<file path="src/rtl/minesweeper_pkg.sv">
// rtl/minesweeper_pkg.sv - shared board constants, FSM encoding and LFSR helpers
package minesweeper_pkg;

    localparam int         BOARD_CELLS = 25;
    localparam int         MAX_MINES   = 24;
    localparam logic [7:0] LFSR_SEED   = 8'hA5;
    localparam logic [7:0] LFSR_TAPS   = 8'hB8;

    typedef enum logic [1:0] {
        ST_IDLE = 2'd0,
        ST_GEN  = 2'd1,
        ST_DONE = 2'd2
    } placer_state_t;

    // One right-shifting Galois step; a nonzero state never maps to zero.
    function automatic logic [7:0] lfsr_step(input logic [7:0] s);
        logic [7:0] shifted;
        shifted = {1'b0, s[7:1]};
        return s[0] ? (shifted ^ LFSR_TAPS) : shifted;
    endfunction

    function automatic logic [4:0] clamp_target(input logic [4:0] n);
        if (n == 5'd0) begin
            return 5'd1;
        end else if (n > 5'(MAX_MINES)) begin
            return 5'(MAX_MINES);
        end
        return n;
    endfunction

endpackage

</file>
<file path="src/rtl/mine_lfsr.sv">
// rtl/mine_lfsr.sv - free-running 8-bit Galois LFSR with optional double step
module mine_lfsr
    import minesweeper_pkg::*;
(
    input  logic       in_clka,
    input  logic       in_restart,
    input  logic       in_double,
    output logic [7:0] out_state
);

    logic [7:0] r_lfsr;
    logic [7:0] w_step1;
    logic [7:0] w_next;

    assign w_step1   = lfsr_step(r_lfsr);
    assign w_next    = in_double ? lfsr_step(w_step1) : w_step1;
    assign out_state = r_lfsr;

    always_ff @(posedge in_clka or posedge in_restart) begin
        if (in_restart) begin
            r_lfsr <= LFSR_SEED;
        end else begin
            r_lfsr <= w_next;
        end
    end

endmodule

</file>
<file path="src/rtl/mine_placer.sv">
// rtl/mine_placer.sv - random 5x5 mine map generator; MINE_PLACER_SAFE_CELL_EN adds a protected cell
module mine_placer
    import minesweeper_pkg::*;
(
    input  logic        in_clka,
    input  logic        in_restart,
    input  logic        in_place,
    input  logic [4:0]  in_mines_num,
    input  logic        in_mult,
    input  logic        in_increment,
`ifdef MINE_PLACER_SAFE_CELL_EN
    input  logic [4:0]  in_safe_cell,
`endif
    output logic [24:0] out_mines,
    output logic        out_place_done,
    output logic        out_busy,
    output logic [4:0]  out_placed_cnt,
    output logic [1:0]  out_state
);

    placer_state_t r_state;
    placer_state_t w_next_state;
    logic [24:0]   r_mines;
    logic [4:0]    r_cnt;
    logic [4:0]    r_target;
    logic [7:0]    w_lfsr;
    logic [7:0]    w_sum;
    logic [4:0]    w_cand;
    logic [31:0]   w_mines_ext;
    logic [4:0]    w_cnt_next;
    logic          w_excluded;
    logic          w_accept;

    mine_lfsr u_lfsr (
        .in_clka    (in_clka),
        .in_restart (in_restart),
        .in_double  (in_mult),
        .out_state  (w_lfsr)
    );

    // Candidate wraps modulo 32, so 31+1 lands on cell 0.
    assign w_sum       = w_lfsr + {7'd0, in_increment};
    assign w_cand      = 5'(w_sum % 8'd32);
    assign w_mines_ext = {7'd0, r_mines};
    assign w_cnt_next  = r_cnt + 5'd1;

`ifdef MINE_PLACER_SAFE_CELL_EN
    logic [4:0] r_safe;

    always_ff @(posedge in_clka or posedge in_restart) begin
        if (in_restart) begin
            r_safe <= 5'd31;
        end else if (r_state == ST_IDLE && in_place) begin
            r_safe <= in_safe_cell;
        end
    end

    assign w_excluded = (w_cand == r_safe);
`else
    assign w_excluded = 1'b0;
`endif

    assign w_accept = (r_state == ST_GEN) && (w_cand < 5'(BOARD_CELLS))
                      && !w_mines_ext[w_cand] && !w_excluded;

    always_ff @(posedge in_clka or posedge in_restart) begin
        if (in_restart) begin
            r_state <= ST_IDLE;
        end else begin
            r_state <= w_next_state;
        end
    end

    always_comb begin
        w_next_state = r_state;
        case (r_state)
            ST_IDLE: if (in_place) w_next_state = ST_GEN;
            ST_GEN:  if (w_accept && w_cnt_next == r_target) w_next_state = ST_DONE;
            ST_DONE: w_next_state = ST_IDLE;
            default: w_next_state = ST_IDLE;
        endcase
    end

    always_ff @(posedge in_clka or posedge in_restart) begin
        if (in_restart) begin
            r_mines  <= 25'd0;
            r_cnt    <= 5'd0;
            r_target <= 5'd1;
        end else if (r_state == ST_IDLE && in_place) begin
            r_mines  <= 25'd0;
            r_cnt    <= 5'd0;
            r_target <= clamp_target(in_mines_num);
        end else if (w_accept) begin
            r_mines  <= r_mines | (25'd1 << w_cand);
            r_cnt    <= w_cnt_next;
        end
    end

    assign out_mines      = r_mines;
    assign out_placed_cnt = r_cnt;
    assign out_busy       = (r_state == ST_GEN);
    assign out_place_done = (r_state == ST_DONE);
    assign out_state      = r_state;

endmodule

</file>
<file path="config.mk">
export PLATFORM = sky130hd
export DESIGN_NAME = mine_placer
export DESIGN_NICKNAME = d
export VERILOG_FILES = /design/src/rtl/minesweeper_pkg.sv /design/src/rtl/mine_lfsr.sv /design/src/rtl/mine_placer.sv
export SDC_FILE = /design/constraint.sdc
export NUM_CORES = 1
export LEC_CHECK = 0
export BUFFER_PORTS_ARGS = -buffer_cell sky130_fd_sc_hd__buf_2
export CAP_MARGIN = 20
export CORE_ASPECT_RATIO = 0.9
export CORE_MARGIN = 2
export CORE_UTILIZATION = 59
export DETAILED_ROUTE_END_ITERATION = 10
export PLACE_DENSITY = 0.84
export REMOVE_ABC_BUFFERS = 1
export SETUP_SLACK_MARGIN = 0.5
export SYNTH_ARGS = -nofsm -noshare
export SYNTH_HDL_FRONTEND = slang
export SYNTH_SLANG_ARGS = --single-unit
</file>
<file path="constraint.sdc">
create_clock -name in_clka -period 5.3 [get_ports in_clka]
set_input_delay 1.06 -clock in_clka [delete_from_list [all_inputs] [get_ports in_clka]]
set_output_delay 1.06 -clock in_clka [all_outputs]
set_load 0.005 [all_outputs]
</file>
==> flow_summary.toml <==
[logic_synthesis]
synth_edf_count = 0
avgSynthCellArea_um2 = 9.89
synth.most_common_cell = "dfrtp_1"
syn_inst = 240
synth_common_cells = "dfrtp_1, nor2_1, a21oi_1"
seq_area_frac_synth_pct = 47.7
syn_area_um2 = 2370
ys.flop_type = "dfrtp_1"
synth.top_cell.area_share_pct = 42.1
synth_top_area_cell = "dfrtp_1"
ys_ff_latch = 45
async_flop_share_pct = 100
synth_cell_types = 41
yosysWarningCount = 0
synth_area_leaders = "dfrtp_1, a21oi_1, dfstp_2, mux4_1, nor2_1"

[flow_run]
cap_violations = 0

[cts]
cts_hold_buffers = 0
clk_latency_ns = 0.31
cts.clk_slew.worst_paths_ns = 0.09
clk_path_buf_depth = 2
htreeDepth = 2
cts_tree = "yes"
cts_made_buffers = 5
cts_root_buffer = "clkbuf_8"
cts-resized-gates = 0
clock_sinks = 45
postCtsSetupBuffers = 0

[floorplanning]
die_x_um = 70.9
start_util_pct = 62.8
std_cell_rows = 21
die-area_um2 = 4550
io_pins = 44
die_h_um = 64.2
coreArea_um2 = 3780

[status]
status = "completed"

[critical_path]
rr_startpoint = "u_lfsr.out_state[0]$_DFF_PP1_"
worstPathRequired_ns = 5.53
critPathLaunchType = "input pin"
r2r_end = "out_placed_cnt[2]$_DFFE_PP0P_"
r2r.worst_path.cells = 7
cp.arrival_ns = 3.62
end_kind = "flip-flop"
critPathCapture = "out_placed_cnt[2]$_DFFE_PP0P_"
crit_fanout = 8
crit_type = "in2reg"
reg2reg_slack_ns = 2.10
crit_start = "in_increment"

[finish]
fin_area_um2 = 2720
area_growth_pct = 14.7
final_nets = 288
finalCoreUtilization_pct = 72.0
antenna_cells = 0
fill_cells = 281
drive_above_1_share_pct = 24.6

[power_and_ir_drop]
cellPowerDensity_nw_per_um2 = 698
totalPowerFinal_mw = 1.90
power_leakage_nw = 1.38
ir_drop_uv = 388

[detailed_routing]
wl_met1_um = 2280
wl_per_cell_um = 15.9
num_vias = 1923
drc = 0
avgViaCountPerCell = 5.97
top_layer_used = "met4"
drtIter0Drc = 143
wl_met2_um = 2400
drtAntennaViolNets = 0
wl_met3_um = 373
drt-total-wl_um = 5110
dr.pass1.iters = 4

[placed_design]
port_buffers = 43
dp_hpwl_um = 3620
place_area_um2 = 2590
gp_routability_congestion = 0.840

[sta]
skew_ns = 0.0106
finalSetupTns_ns = 0
max_freq_mhz = 295
drv_slew = 0
period_share_pct = 63.9
setup_viol = 0
period_needed_ns = 3.39
max-slew-margin-rel_pct = 36.3
finalHoldViolCount = 0
hold_ws_ns = 0.516
worst_slew_pin_slew_ns = 0.955
rsz0062_at_grt = "no"

[global_route]
grt_pass1_vias = 1898
grt_usage_pct = 24.8
grt_pass1_wl_um = 8760
antenna_found_initial = 0
grt_max_degree = 46
grt_overflow = 0

[min_path]
min_path_type = "reg2reg"
worstHoldStart = "r_target[1]$_DFFE_PP0P_"
[layer usage]
layer,track usage (%),vias up
met5,0,-
met3,6.62,7
met4,9.20,0
met2,39.6,69
met1,32.6,937
li1,-,910
[layout make-up]
class / instances / area [um^2] / area share (%)
Clock buffer: 5 / 68.8 / 2.53
Timing Repair Buffer: 44 / 223 / 8.18
Sequential cell: 45 / 1130 / 41.6
Tap cell: 46 / 57.6 / 2.11
Clock inverter: 3 / 68.8 / 2.53
Multi-Input combinational cell: 170 / 1140 / 41.8
Inverter: 9 / 33.8 / 1.24
[worst min-delay path by stage]
stage	end	slack, ns	cells after the start
2_1_floorplan	r_target[1]$_DFFE_PP0P_	0.46	2
5_1_grt	r_target[1]$_DFFE_PP0P_	0.53	2
3_3_place_gp	r_target[1]$_DFFE_PP0P_	0.47	2
6_report	r_target[1]$_DFFE_PP0P_	0.52	2
3_5_place_dp	r_target[1]$_DFFE_PP0P_	0.50	2
4_1_cts	r_target[1]$_DFFE_PP0P_	0.52	2
[flip-flops by register name, summed over array words and instances, names as in the netlist]
| name | cells |
|---|---|
| out_mines | 25 |
| out_placed_cnt | 5 |
| out_state | 2 |
| r_target | 5 |
| u_lfsr.out_state | 8 |
[layout by cell type (no fill, tap or decap), types with 2 or more instances in the layout]
cell / n
mux4_2: 2
nor4_1: 4
bufinv_16: 2
o21ai_0: 3
a22o_1: 3
dfstp_2: 5
nand2b_1: 2
ha_1: 3
dfrtp_1: 40
buf_2: 43
inv_1: 9
nor3_1: 5
xor2_1: 7
xnor2_1: 10
nor2_1: 34
mux2_2: 4
o21a_1: 4
nand4b_1: 2
clkbuf_8: 5
a21oi_1: 28
mux4_1: 5
nand3_1: 10
nand2_1: 23
mux2i_1: 3
and3_1: 3
[logic make-up (layout without fill, tap and decap cells)]
family          Yosys count  count (layout)  share of synthesized area [%]
simple gates             88              88                           17.0
compound gates           48              48                           12.6
flops                    45              45                           47.7
buf+inv                  25              61                           4.32
xor+xnor                 17              17                           6.27
mux                      14              14                           10.6
fa+ha+maj                 3               3                           1.58
[worst max-delay path: stages]
cell and delay, ns:
buf_2 0.10, ha_1 0.23, ha_1 0.30, xor2_1 0.53, mux4_2 0.64, a221o_2 0.46, nand3_1 0.12, mux2i_1 0.17
[power by group]
part | internal, mW | switching, mW | total, mW
logic | 0.415 | 0.502 | 0.917
clock network | 0.190 | 0.121 | 0.311
registers | 0.507 | 0.166 | 0.672
[through the flow]
step           setup WS [ns]  cells
2_1_floorplan           1.96    224
3_3_place_gp            1.72    314
3_5_place_dp            1.65    314
4_1_cts                 1.94    322
5_1_grt                 1.80    322
6_report                1.91    322
Power figures use the tool's default switching activity.
